### src/rtl/mult_defs.sv
// Shared definitions for the sequential shift-and-add multiplier: operand
// width, iteration counter width and control state encoding.
package mult_defs;

  localparam int N     = 16;
  localparam int CNT_W = 4;

  typedef enum logic [1:0] {
    IDLE = 2'b00,
    RUN  = 2'b01,
    DONE = 2'b10
  } state_e;

endpackage

### src/rtl/rca_32bit.sv
// 32-bit ripple-carry adder from the adder library: a chain of full-adder
// cells, carry rippling from bit 0 upward.
module rca_32bit (
  input  logic [31:0] in1,
  input  logic [31:0] in2,
  input  logic        cin,
  output logic [31:0] sum,
  output logic        cout
);

  logic [32:0] carry_s;

  assign carry_s[0] = cin;

  for (genvar i = 0; i < 32; i++) begin : g_fa
    assign sum[i]       = in1[i] ^ in2[i] ^ carry_s[i];
    assign carry_s[i+1] = (in1[i] & in2[i]) | (carry_s[i] & (in1[i] ^ in2[i]));
  end

  assign cout = carry_s[32];

endmodule

### src/rtl/seq_mult_16x16.sv
// Unsigned 16x16 -> 32 shift-and-add multiplier: one partial product per
// cycle through a single rca_32bit, fixed 17-cycle latency from accept to done.
module seq_mult_16x16
  import mult_defs::*;
(
  input  logic             clk,
  input  logic             rst_n,
  input  logic             start,
  input  logic [N-1:0]     in1,
  input  logic [N-1:0]     in2,
  output logic [2*N-1:0]   product,
  output logic             busy,
  output logic             done
);

  state_e             state_q, state_d;
  logic [2*N-1:0]     mcand_q, mcand_d;
  logic [N-1:0]       mplier_q, mplier_d;
  logic [2*N-1:0]     acc_q, acc_d;
  logic [CNT_W-1:0]   cnt_q, cnt_d;
  logic [2*N-1:0]     product_q, product_d;
  logic               busy_q, busy_d;
  logic               done_q, done_d;

  logic [2*N-1:0]     addend_s;
  logic [2*N-1:0]     sum_s;
  logic               adder_cout_s;
  logic [2*N-1:0]     acc_next_s;
  logic               last_iter_s;

  // mcand carries 16 zero MSBs, so a shift of at most 15 never loses bits.
  assign addend_s    = mcand_q << cnt_q;
  assign acc_next_s  = mplier_q[0] ? sum_s : acc_q;
  assign last_iter_s = (cnt_q == CNT_W'(N - 1));

  rca_32bit u_rca (
    .in1  (acc_q),
    .in2  (addend_s),
    .cin  (1'b0),
    .sum  (sum_s),
    .cout (adder_cout_s)
  );

  // State register
  always_ff @(posedge clk or negedge rst_n) begin
    if (!rst_n) begin
      state_q <= IDLE;
    end else begin
      state_q <= state_d;
    end
  end

  // Next-state logic
  always_comb begin
    state_d = state_q;
    case (state_q)
      IDLE: begin
        if (start) state_d = RUN;
        else       state_d = IDLE;
      end
      RUN: begin
        if (last_iter_s) state_d = DONE;
        else             state_d = RUN;
      end
      DONE:    state_d = IDLE;
      default: state_d = IDLE;
    endcase
  end

  // Output decode from the next state so busy/done come straight from flops
  always_comb begin
    busy_d = 1'b0;
    done_d = 1'b0;
    case (state_d)
      IDLE:    begin busy_d = 1'b0; done_d = 1'b0; end
      RUN:     begin busy_d = 1'b1; done_d = 1'b0; end
      DONE:    begin busy_d = 1'b0; done_d = 1'b1; end
      default: begin busy_d = 1'b0; done_d = 1'b0; end
    endcase
  end

  // Datapath next-state: operand capture, accumulate/shift, result update
  always_comb begin
    mcand_d   = mcand_q;
    mplier_d  = mplier_q;
    acc_d     = acc_q;
    cnt_d     = cnt_q;
    product_d = product_q;
    case (state_q)
      IDLE: begin
        if (start) begin
          mcand_d  = {{N{1'b0}}, in1};
          mplier_d = in2;
          acc_d    = {(2*N){1'b0}};
          cnt_d    = {CNT_W{1'b0}};
        end else begin
          mcand_d  = mcand_q;
        end
      end
      RUN: begin
        acc_d    = acc_next_s;
        mplier_d = mplier_q >> 1;
        cnt_d    = cnt_q + CNT_W'(1);
        if (last_iter_s) product_d = acc_next_s;
        else             product_d = product_q;
      end
      default: begin
        acc_d = acc_q;
      end
    endcase
  end

  // Datapath and output registers
  always_ff @(posedge clk or negedge rst_n) begin
    if (!rst_n) begin
      mcand_q   <= {(2*N){1'b0}};
      mplier_q  <= {N{1'b0}};
      acc_q     <= {(2*N){1'b0}};
      cnt_q     <= {CNT_W{1'b0}};
      product_q <= {(2*N){1'b0}};
      busy_q    <= 1'b0;
      done_q    <= 1'b0;
    end else begin
      mcand_q   <= mcand_d;
      mplier_q  <= mplier_d;
      acc_q     <= acc_d;
      cnt_q     <= cnt_d;
      product_q <= product_d;
      busy_q    <= busy_d;
      done_q    <= done_d;
    end
  end

  assign product = product_q;
  assign busy    = busy_q;
  assign done    = done_q;

endmodule

### config.mk
export PLATFORM = sky130hd
export DESIGN_NAME = seq_mult_16x16
export DESIGN_NICKNAME = d
export VERILOG_FILES = /design/src/rtl/mult_defs.sv /design/src/rtl/rca_32bit.sv /design/src/rtl/seq_mult_16x16.sv
export SDC_FILE = /design/constraint.sdc
export NUM_CORES = 1
export LEC_CHECK = 0
export ABC_CLOCK_PERIOD_IN_PS = 17000
export BUFFER_PORTS_ARGS = -buffer_cell sky130_fd_sc_hd__buf_2
export CAP_MARGIN = 20
export CELL_PAD_IN_SITES_DETAIL_PLACEMENT = 1
export CELL_PAD_IN_SITES_GLOBAL_PLACEMENT = 2
export CORE_MARGIN = 8
export CORE_UTILIZATION = 30
export DETAILED_ROUTE_END_ITERATION = 16
export PLACE_DENSITY_LB_ADDON = 0.2
export SYNTH_ARGS = -nofsm -noshare
export SYNTH_HDL_FRONTEND = slang
export SYNTH_SLANG_ARGS = --single-unit
### constraint.sdc
create_clock -name clk -period 17 [get_ports clk]
set_input_delay 1.7 -clock clk [delete_from_list [all_inputs] [get_ports clk]]
set_output_delay 1.7 -clock clk [all_outputs]
set_load 0.1 [all_outputs]
==> key figures, run 1 <==
Status
  • Status: completed

Die
  • Initial Util: 30.5%
  • Die Area: 0.0252 mm²
  • Core area: 0.0201 mm²
  • Die extent in y: 159 µm
  • # IOs: 69
  • Row count: 52
  • Die Wd: 159 µm

Worst setup path
  • Worst path most repeated cell: fa_1
  • CP Buf/Inv Count: 7
  • Critical path class: reg -> reg
  • Max stage delay on crit path: 0.69 ns
  • Cell count along the critical path: 43
  • CP top delay family: adder cells
  • Reg2reg start: cnt_q[2]$_DFFE_PN0P_
  • Startpoint types: flip-flop
  • Worst Path Arrival: 14.26 ns
  • R2r endpoint: acc_q[31]$_DFFE_PN0P_
  • Worst Setup End Kind: flip-flop
  • WP data required: 17.25 ns
  • Cells on worst reg2reg path: 43
  • CP max-delay cell: dfrtp_1
  • Crit Path Max Fanout: 27
  • R2r setup slk: 2.99 ns
  • CP Launch Point: cnt_q[2]$_DFFE_PN0P_

Finish
  • Layout cells sized above 1: 21.3%
  • Fill cells: 2289
  • Ant diodes: 0
  • FF/Latch Area: 0.00260 mm²
  • Combined area of the multi-input logic cells: 0.00315 mm²
  • P&R area growth vs syn: 12.8%
  • Final #Nets: 720

Global route
  • Total GRT Usage: 13.4%
  • Initial antenna violation count: 0
  • Grt met1 use: 18.8%
  • First-pass GRT wire length: 27400 µm
  • Met3 Use GR: 2.22%
  • Vias in the first global route: 4923
  • GR peak layer: met2
  • Met2 Resource Use GR: 20.5%
  • Pin count of the biggest net entering global routing: 56
  • Total grt overflow: 0

Timing
  • Max Slew Vio Count: 0
  • Layout Skew: 0.00967 ns
  • Final min period: 14.01 ns
  • Worst Tran Pin Value: 0.854 ns
  • Unrepaired setup endpoints after global routing: false
  • Final hold violations: 0
  • Setup TNS: 0 ns
  • Max Fclk: 0.0714 GHz
  • Fin crit share: 82.4%
  • Relative slew slack: 43.1%
  • Setup violators final: 0

Routing
  • Total Wirelength: 16300 µm
  • Via Count: 4530
  • Vias per inst: 4.88
  • First-pass iteration count of the detailed router: 4
  • Antenna Nets Post-Route: 0
  • Routed length per instance: 17.5 µm
  • DRC: 0
  • DRT iter0 DRCs: 290

Logic synthesis
  • Avg Synthesized Cell Area: 10.0 µm²
  • Yosys reg bits: 104
  • Syn Inst Count: 611
  • Post-synth EDFFs: 0
  • Post-Syn Area: 0.00612 mm²
  • Ys flop type: dfrtp_1
  • Sequential cell area fraction in the yosys report: 42.5%
  • Area contributors post-synth: dfrtp_1 43%, fa_1 9.8%, o21ai_0 7.4%
  • Most area-hungry cell type in the Yosys netlist: dfrtp_1
  • Top cell type's share of synthesized area: 42.5%
  • Netlist cell types: 47
  • Commonest cells in the netlist: 104 x dfrtp_1, 91 x o21ai_0, 87 x nand2_1, 37 x mux2_2, 36 x inv_1
  • Top-count cell post-synth: dfrtp_1
  • Ys async rst share: 100%
  • Yosys warns: 0
  • Syn_nets: 678

CTS
  • H-tree levels: 3
  • Skew-Pair Late Insertion Delay: 0.36 ns
  • Number of CTS-inserted buffers: 9
  • Postcts setup bufs: 0
  • CTS tree: built
  • Clock tree buffer depth: 2
  • Clock Root Buffer: clkbuf_16
  • Hold Buf Count CTS: 0
  • Clock transition at path regs: 0.07 ns
  • CTS resizes: 0
  • TritonCTS Sinks: 104

Worst hold path
  • Min-Delay Endpoint: product[11]$_DFFE_PN0P_
  • Hold Startpoint: product[11]$_DFFE_PN0P_
  • Worst hold stages: 2
  • Min-delay worst type: reg -> reg

Run
  • Max Cap Viol: 0

Place
  • Post-DP HPWL: 11900 µm
  • Placer Congestion: 0.796
  • PortBufs: 68
## tightest hold or removal path, stage by stage (launching register included)
cell	delay [ns]
dfrtp_1	0.34
nand2_1	0.04
o21ai_0	0.06
## how the worst max path moves through the flow
stage	slack (ns)	endpoint
after floorplan	3.69	acc_q[31]$_DFFE_PN0P_
after global placement	3.12	acc_q[31]$_DFFE_PN0P_
after detailed placement	2.83	acc_q[31]$_DFFE_PN0P_
after CTS	2.78	acc_q[31]$_DFFE_PN0P_
after global routing	2.27	acc_q[31]$_DFFE_PN0P_
final	2.99	acc_q[31]$_DFFE_PN0P_
## layout make-up
type / count / share of cell area [%]
Sequential cell: 104 / 37.7
Multi-Input combinational cell: 427 / 45.7
Inverter: 36 / 1.96
Tap cell: 270 / 4.89
Clock buffer: 12 / 3.71
Clock inverter: 4 / 0.380
Timing Repair Buffer: 75 / 5.72
## cells in the final DEF (no fill, tap or decap), types with 3 or more instances in the layout
cell	synthesis	routed
buf_4	5	8
mux2_4	4	4
a22oi_1	17	17
nor2b_1	20	20
o21ai_1	5	5
mux2i_1	28	28
a21oi_1	19	19
nand2b_1	4	4
nand3_1	4	3
clkbuf_16	0	9
o21ai_0	91	91
o22ai_1	8	8
a31oi_1	3	3
or2_2	3	3
buf_2	13	67
inv_1	36	36
and2b_1	3	3
a22o_1	15	15
mux2_2	37	37
dfrtp_1	104	104
nor2_1	18	18
fa_1	30	30
nand2_1	87	87
## state kept, by name, summed over array words and instances, names as in the netlist
| register | cells |
|---|---|
| state_q | 2 |
| mplier_q | 16 |
| product | 32 |
| mcand_q | 16 |
| done | 1 |
| busy | 1 |
| cnt_q | 4 |
| acc_q | 32 |
## metal layers
layer,share of wire [%],routed length (µm)
met4,1.5,242
met2,45,7290
met5,0,0
met3,3.0,494
met1,51,8240
## per-stage QoR
step	util [%]	setup WS, ns	area (µm²)	std cells	hold slack, ns
floorplan	-	3.69	6120	611	0.450
finish	34.4	2.99	6910	928	0.479
global placement	32.9	3.12	6620	912	0.460
detailed placement	32.9	2.83	6620	912	0.465
global route	34.4	2.27	6910	928	0.521
CTS	34.4	2.78	6910	928	0.481
## logic make-up (layout without fill, tap and decap cells)
group | after synthesis | count (layout) | share of synthesized area [%]
compound gates | 172 | 172 | 16.7
simple gates | 150 | 150 | 11.2
flops | 104 | 104 | 42.5
buf+inv | 80 | 127 | 6.15
mux | 72 | 72 | 13.1
fa+ha+maj | 32 | 32 | 10.2
xor+xnor | 1 | 1 | 0.143
Power of run 1 is not shown: default switching activity piles up to over one toggle a cycle in this logic, so the estimate is an artifact.
==> run 2: changes to the inputs <==
--- a/config.mk
+++ b/config.mk
@@ -5,7 +5,7 @@
 export SDC_FILE = /design/constraint.sdc
 export NUM_CORES = 1
 export LEC_CHECK = 0
-export ABC_CLOCK_PERIOD_IN_PS = 17000
+export ABC_CLOCK_PERIOD_IN_PS = 11300
 export BUFFER_PORTS_ARGS = -buffer_cell sky130_fd_sc_hd__buf_2
 export CAP_MARGIN = 20
 export CELL_PAD_IN_SITES_DETAIL_PLACEMENT = 1
==> constraint.sdc (replaced) <==
create_clock -name clk -period 11.3 [get_ports clk]
set_input_delay 1.13 -clock clk [delete_from_list [all_inputs] [get_ports clk]]
set_output_delay 1.13 -clock clk [all_outputs]
set_load 0.1 [all_outputs]
==> run 2 against run 1 <==
The flow now finishes with violations (negative setup slack); count of clock-buffer cells in the layout decreased by 2; first-iteration DRC count decreased by 23%; utilization increased by 1.3 points; worst hold slack got worse by 0.0017 ns; cell count increased by 1.8%; die area unchanged; final area increased by 3.6%; clock skew decreased by 0.00070 ns; highest routed layer unchanged.
==> key figures, run 2 (same netlist as run 1, synthesis figures left out) <==
CTS
  • Hold Buf Count CTS: 0
  • Clock Root Buffer: clkbuf_16
  • Skew-Pair Late Insertion Delay: 0.35 ns
  • Clock tree buffer depth: 2
  • CTS tree: built
  • TritonCTS Sinks: 104
  • Number of CTS-inserted buffers: 9
  • Clock transition at path regs: 0.08 ns
  • H-tree levels: 3

Die
  • Die Area: 0.0252 mm²
  • Die extent in y: 159 µm
  • # IOs: 69
  • Die Wd: 159 µm
  • Row count: 52
  • Initial Util: 30.5%
  • Core area: 0.0201 mm²

Worst setup path
  • Worst Path Arrival: 12.16 ns
  • CP max-delay cell: fa_2
  • CP top delay family: adder cells
  • CP Buf/Inv Count: 7
  • Startpoint types: flip-flop
  • WP data required: 11.55 ns
  • Critical path class: reg -> reg
  • Worst Setup End Kind: flip-flop
  • Max stage delay on crit path: 0.40 ns
  • Worst path most repeated cell: fa_2
  • Crit Path Max Fanout: 2

Timing
  • Setup violators final: 6
  • Fin Hold WS: 0.477 ns
  • Max Fclk: 0.0839 GHz
  • Unrepaired setup endpoints after global routing: true
  • Layout Skew: 0.00897 ns
  • Final min period: 11.91 ns
  • Relative slew slack: 40.4%
  • Max Slew Vio Count: 0
  • Fin crit share: 105%
  • Worst Tran Pin Value: 0.892 ns
  • Min setup slack post-route: -0.614 ns
  • Final hold violations: 0

Finish
  • Cell area after layout: 0.00716 mm²
  • FF/Latch Area: 0.00260 mm²
  • Commonest non-fill, non-tap cells in the layout: 104 x dfrtp_1, 87 x nand2_1, 84 x o21ai_0, 67 x buf_2, 36 x mux2_2
  • Fill cells: 2275
  • Layout cells sized above 1: 29.0%
  • Ant diodes: 0
  • Utilization after layout: 35.6%
  • P&R area growth vs syn: 16.9%
  • Final #Nets: 738
  • Combined area of the multi-input logic cells: 0.00324 mm²
  • Most common cell after layout, fill and taps aside: dfrtp_1

Status
  • Status: finished, violations left
  • Failing checks: negative setup slack

Routing
  • First-pass iteration count of the detailed router: 4
  • Via Count: 4588
  • Total Wirelength: 16300 µm
  • Routed length per instance: 17.3 µm
  • DRT iter0 DRCs: 222
  • DRC: 0
  • Antenna Nets Post-Route: 0
  • Vias per inst: 4.86

Run
  • Max Cap Viol: 0

Place
  • Dpl ws: -0.697 ns
  • PortBufs: 68
  • Dpl cell area: 0.00681 mm²
  • Placer Congestion: 0.785
  • Post-DP HPWL: 11900 µm

Global route
  • Total GRT Usage: 13.5%
  • Initial antenna violation count: 0
  • Vias in the first global route: 4991
  • First-pass GRT wire length: 27500 µm
  • Pin count of the biggest net entering global routing: 67
  • Total grt overflow: 0

Worst hold path
  • Min-delay worst type: reg -> reg
-- run 2: cell count changes in the layout (fill, tap and decap cells not counted), sizes merged --
cell,previous run,this run
buf,75,93
bufinv,0,2
clkbuf,12,10
clkinv,2,1
-- run 2: final timing paths --
kind                                    startpoint                      end  slack (ns)  depth (start not counted)
max reg2reg                   cnt_q[2]$_DFFE_PN0P_    acc_q[31]$_DFFE_PN0P_       -0.61                         43
min reg2reg                product[13]$_DFFE_PN0P_  product[13]$_DFFE_PN0P_        0.48                          2
min in group asynchronous                    rst_n           done$_DFF_PN0_        0.76                          1
min                        product[13]$_DFFE_PN0P_  product[13]$_DFFE_PN0P_        0.48                          2
max in group asynchronous                    rst_n    acc_q[13]$_DFFE_PN0P_        9.29                          2
max                           cnt_q[2]$_DFFE_PN0P_    acc_q[31]$_DFFE_PN0P_       -0.61                         43
-- run 2: per-stage QoR --
stage	setup TNS, ns	std cells
2_1_floorplan	-2.02	611
3_3_place_gp	-1.80	927
3_5_place_dp	-2.38	927
4_1_cts	-2.50	944
5_1_grt	-4.67	945
6_report	-2.01	945
-- run 2: layout make-up --
class,count,share of cell area (%)
Clock buffer,10,3.20
Timing Repair Buffer,93,7.41
Tap cell,270,4.72
Multi-Input combinational cell,427,45.3
Inverter,36,1.89
Sequential cell,104,36.4
Clock inverter,5,1.14
-- run 2: worst register-to-register path, delay by kind of cell, from the launching register on --
| kind | cells | cell delay [ns] |
|---|---|---|
| adders and majority gates | 31 | 10.13 |
| and+or+nand+nor | 3 | 0.47 |
| DFF | 1 | 0.39 |
| buffers and inverters | 7 | 0.35 |
| muxes | 1 | 0.30 |
| AOI/OAI and AO/OA | 1 | 0.17 |
-- run 2: metal layers --
| layer | GRT usage, % | share of wire, % | vias up |
|---|---|---|---|
| met5 | 0 | 0 | - |
| met4 | 3.43 | 1.0 | 0 |
| met3 | 2.46 | 2.7 | 10 |
| met2 | 20.2 | 44 | 66 |
| met1 | 19.6 | 52 | 2302 |
| li1 | - | - | 2210 |
-- run 2: repair_timing --
action,4_1_cts,5_1_grt
cloned,0,0
setup buffers,2,0
endpoints found under the setup margin,6,8
pin swaps,0,1
gates resized for setup,1,13
Power of run 2 is left out for the same reason.
==> run 3: changes to the inputs <==
--- a/config.mk
+++ b/config.mk
@@ -14,6 +14,7 @@
 export CORE_UTILIZATION = 30
 export DETAILED_ROUTE_END_ITERATION = 16
 export PLACE_DENSITY_LB_ADDON = 0.2
+export RECOVER_POWER = 25
 export SYNTH_ARGS = -nofsm -noshare
 export SYNTH_HDL_FRONTEND = slang
 export SYNTH_SLANG_ARGS = --single-unit
==> run 3 against run 2 <==
The run ends with max-capacitance violations, max-slew violations, negative setup slack left; setup slack better by 0.0016 ns; worst hold slack is essentially flat; cell count did not move; critical path depth is the same; maximum frequency barely moved; utilization shrank 0.056 points; count of clock-buffer cells in the layout did not move; die area unchanged; critical endpoint unchanged.
==> key figures, run 3 (same netlist as run 1, synthesis figures left out) <==
CTS
  • CTS tree: built
  • H-tree levels: 3
  • Clock tree buffer depth: 2
  • Skew-Pair Late Insertion Delay: 0.35 ns
  • Clock Root Buffer: clkbuf_16
  • TritonCTS Sinks: 104
  • Number of CTS-inserted buffers: 9
  • Clock transition at path regs: 0.08 ns

Global route
  • Vias in the first global route: 4991
  • First-pass GRT wire length: 27500 µm
  • Pin count of the biggest net entering global routing: 67
  • Met2 Resource Use GR: 20.2%
  • Total grt overflow: 0
  • Total GRT Usage: 13.5%
  • Met3 Use GR: 2.46%
  • Initial antenna violation count: 0
  • GR peak layer: met2
  • Grt met1 use: 19.6%

Timing
  • Fin Hold WS: 0.477 ns
  • Fin crit share: 105%
  • Setup violators final: 6
  • Layout Skew: 0.00841 ns
  • Worst Tran Pin Value: 3.52 ns
  • Max Fclk: 0.0839 GHz
  • Final hold violations: 0
  • Max Slew Vio Count: 107
  • Final min period: 11.91 ns
  • Unrepaired setup endpoints after global routing: true
  • Min setup slack post-route: -0.613 ns
  • Relative slew slack: -135%

Finish
  • Fill cells: 2277
  • Cell area after layout: 0.00715 mm²
  • Layout cells sized above 1: 28.3%
  • Commonest non-fill, non-tap cells in the layout: 104 x dfrtp_1, 87 x nand2_1, 84 x o21ai_0, 64 x buf_2, 36 x mux2_2
  • Final #Nets: 738
  • Most common cell after layout, fill and taps aside: dfrtp_1
  • P&R area growth vs syn: 16.7%
  • Fin cells: 945
  • Ant diodes: 0

Worst setup path
  • CP top delay family: adder cells
  • CP Buf/Inv Count: 7
  • WP data required: 11.55 ns
  • Critical path class: reg -> reg
  • CP max-delay cell: dfrtp_1
  • R2r setup slk: -0.61 ns
  • Max stage delay on crit path: 0.39 ns
  • Startpoint types: flip-flop
  • Crit Path Max Fanout: 2
  • Worst Path Arrival: 12.16 ns
  • Worst path most repeated cell: fa_2
  • Worst Setup End Kind: flip-flop

Place
  • Placer Congestion: 0.785
  • Post-DP HPWL: 11900 µm
  • Cells after DPL: 927
  • Dpl cell area: 0.00681 mm²
  • PortBufs: 68

Die
  • Initial Util: 30.5%
  • Die Area: 0.0252 mm²
  • Row count: 52
  • Core area: 0.0201 mm²
  • # IOs: 69
  • Die extent in y: 159 µm
  • Die Wd: 159 µm

Routing
  • Total Wirelength: 16300 µm
  • Vias per inst: 4.84
  • Antenna Nets Post-Route: 0
  • DRC: 0
  • First-pass iteration count of the detailed router: 4
  • Via Count: 4572
  • DRT iter0 DRCs: 229
  • Routed length per instance: 17.3 µm

Run
  • Max Cap Viol: 2

Status
  • Failing checks: max-capacitance violations, max-slew violations, negative setup slack
  • Status: finished, violations left

Worst hold path
  • Min-delay worst type: reg -> reg
## run 3: metal layers
layer / part of all wire (%) / vias to the layer above / wire length [µm]
met2: 45 / 64 / 7290
met5: 0 / - / 0
met4: 0.97 / 0 / 158
met3: 2.5 / 9 / 415
met1: 52 / 2294 / 8480
li1: - / 2205 / -
## run 3: timing repair
item / CTS / global route
resized for setup: 1 / 13
pin swaps: 0 / 1
setup endpoints to repair: 6 / 8
hold buffers: 0 / 0
buffers inserted: 2 / 0
## run 3: worst paths after layout
check | startpoint | to | cells after the start
worst max register to register | cnt_q[2]$_DFFE_PN0P_ | acc_q[31]$_DFFE_PN0P_ | 43
max in group asynchronous | rst_n | mcand_q[4]$_DFFE_PN0P_ | 2
worst max-delay path | cnt_q[2]$_DFFE_PN0P_ | acc_q[31]$_DFFE_PN0P_ | 43
worst min register to register | product[27]$_DFFE_PN0P_ | product[27]$_DFFE_PN0P_ | 2
worst min-delay path | product[27]$_DFFE_PN0P_ | product[27]$_DFFE_PN0P_ | 2
min in group asynchronous | rst_n | product[26]$_DFFE_PN0P_ | 1
## run 3: area by class of cell
type | instances | area [µm²] | area share, %
multi-input cells | 427 | 3240 | 45.4
inverters | 36 | 135 | 1.89
clock buffers | 10 | 229 | 3.20
well taps | 270 | 338 | 4.73
repair buffers | 93 | 519 | 7.27
flip-flops and latches | 104 | 2600 | 36.4
clock inverters | 5 | 81.3 | 1.14
## run 3: through the flow
stage                     worst slack [ns]  setup TNS [ns]  util (%)
final                               -0.613           -2.00      35.5
after floorplan                     -0.671           -2.02         -
after global placement              -0.585           -1.80      33.9
after detailed placement            -0.697           -2.38      33.9
after CTS                           -0.715           -2.50      35.5
after global routing                 -1.01           -4.67      35.5
## run 3: worst reg2reg max path: cells and delay by family, from the launching register on
kind | cells | cell delay [ns]
compound gates | 1 | 0.17
flops | 1 | 0.39
simple gates | 3 | 0.47
buf+inv | 7 | 0.35
fa+ha+maj | 31 | 10.11
mux | 1 | 0.30
Power of run 3 is left out for the same reason.
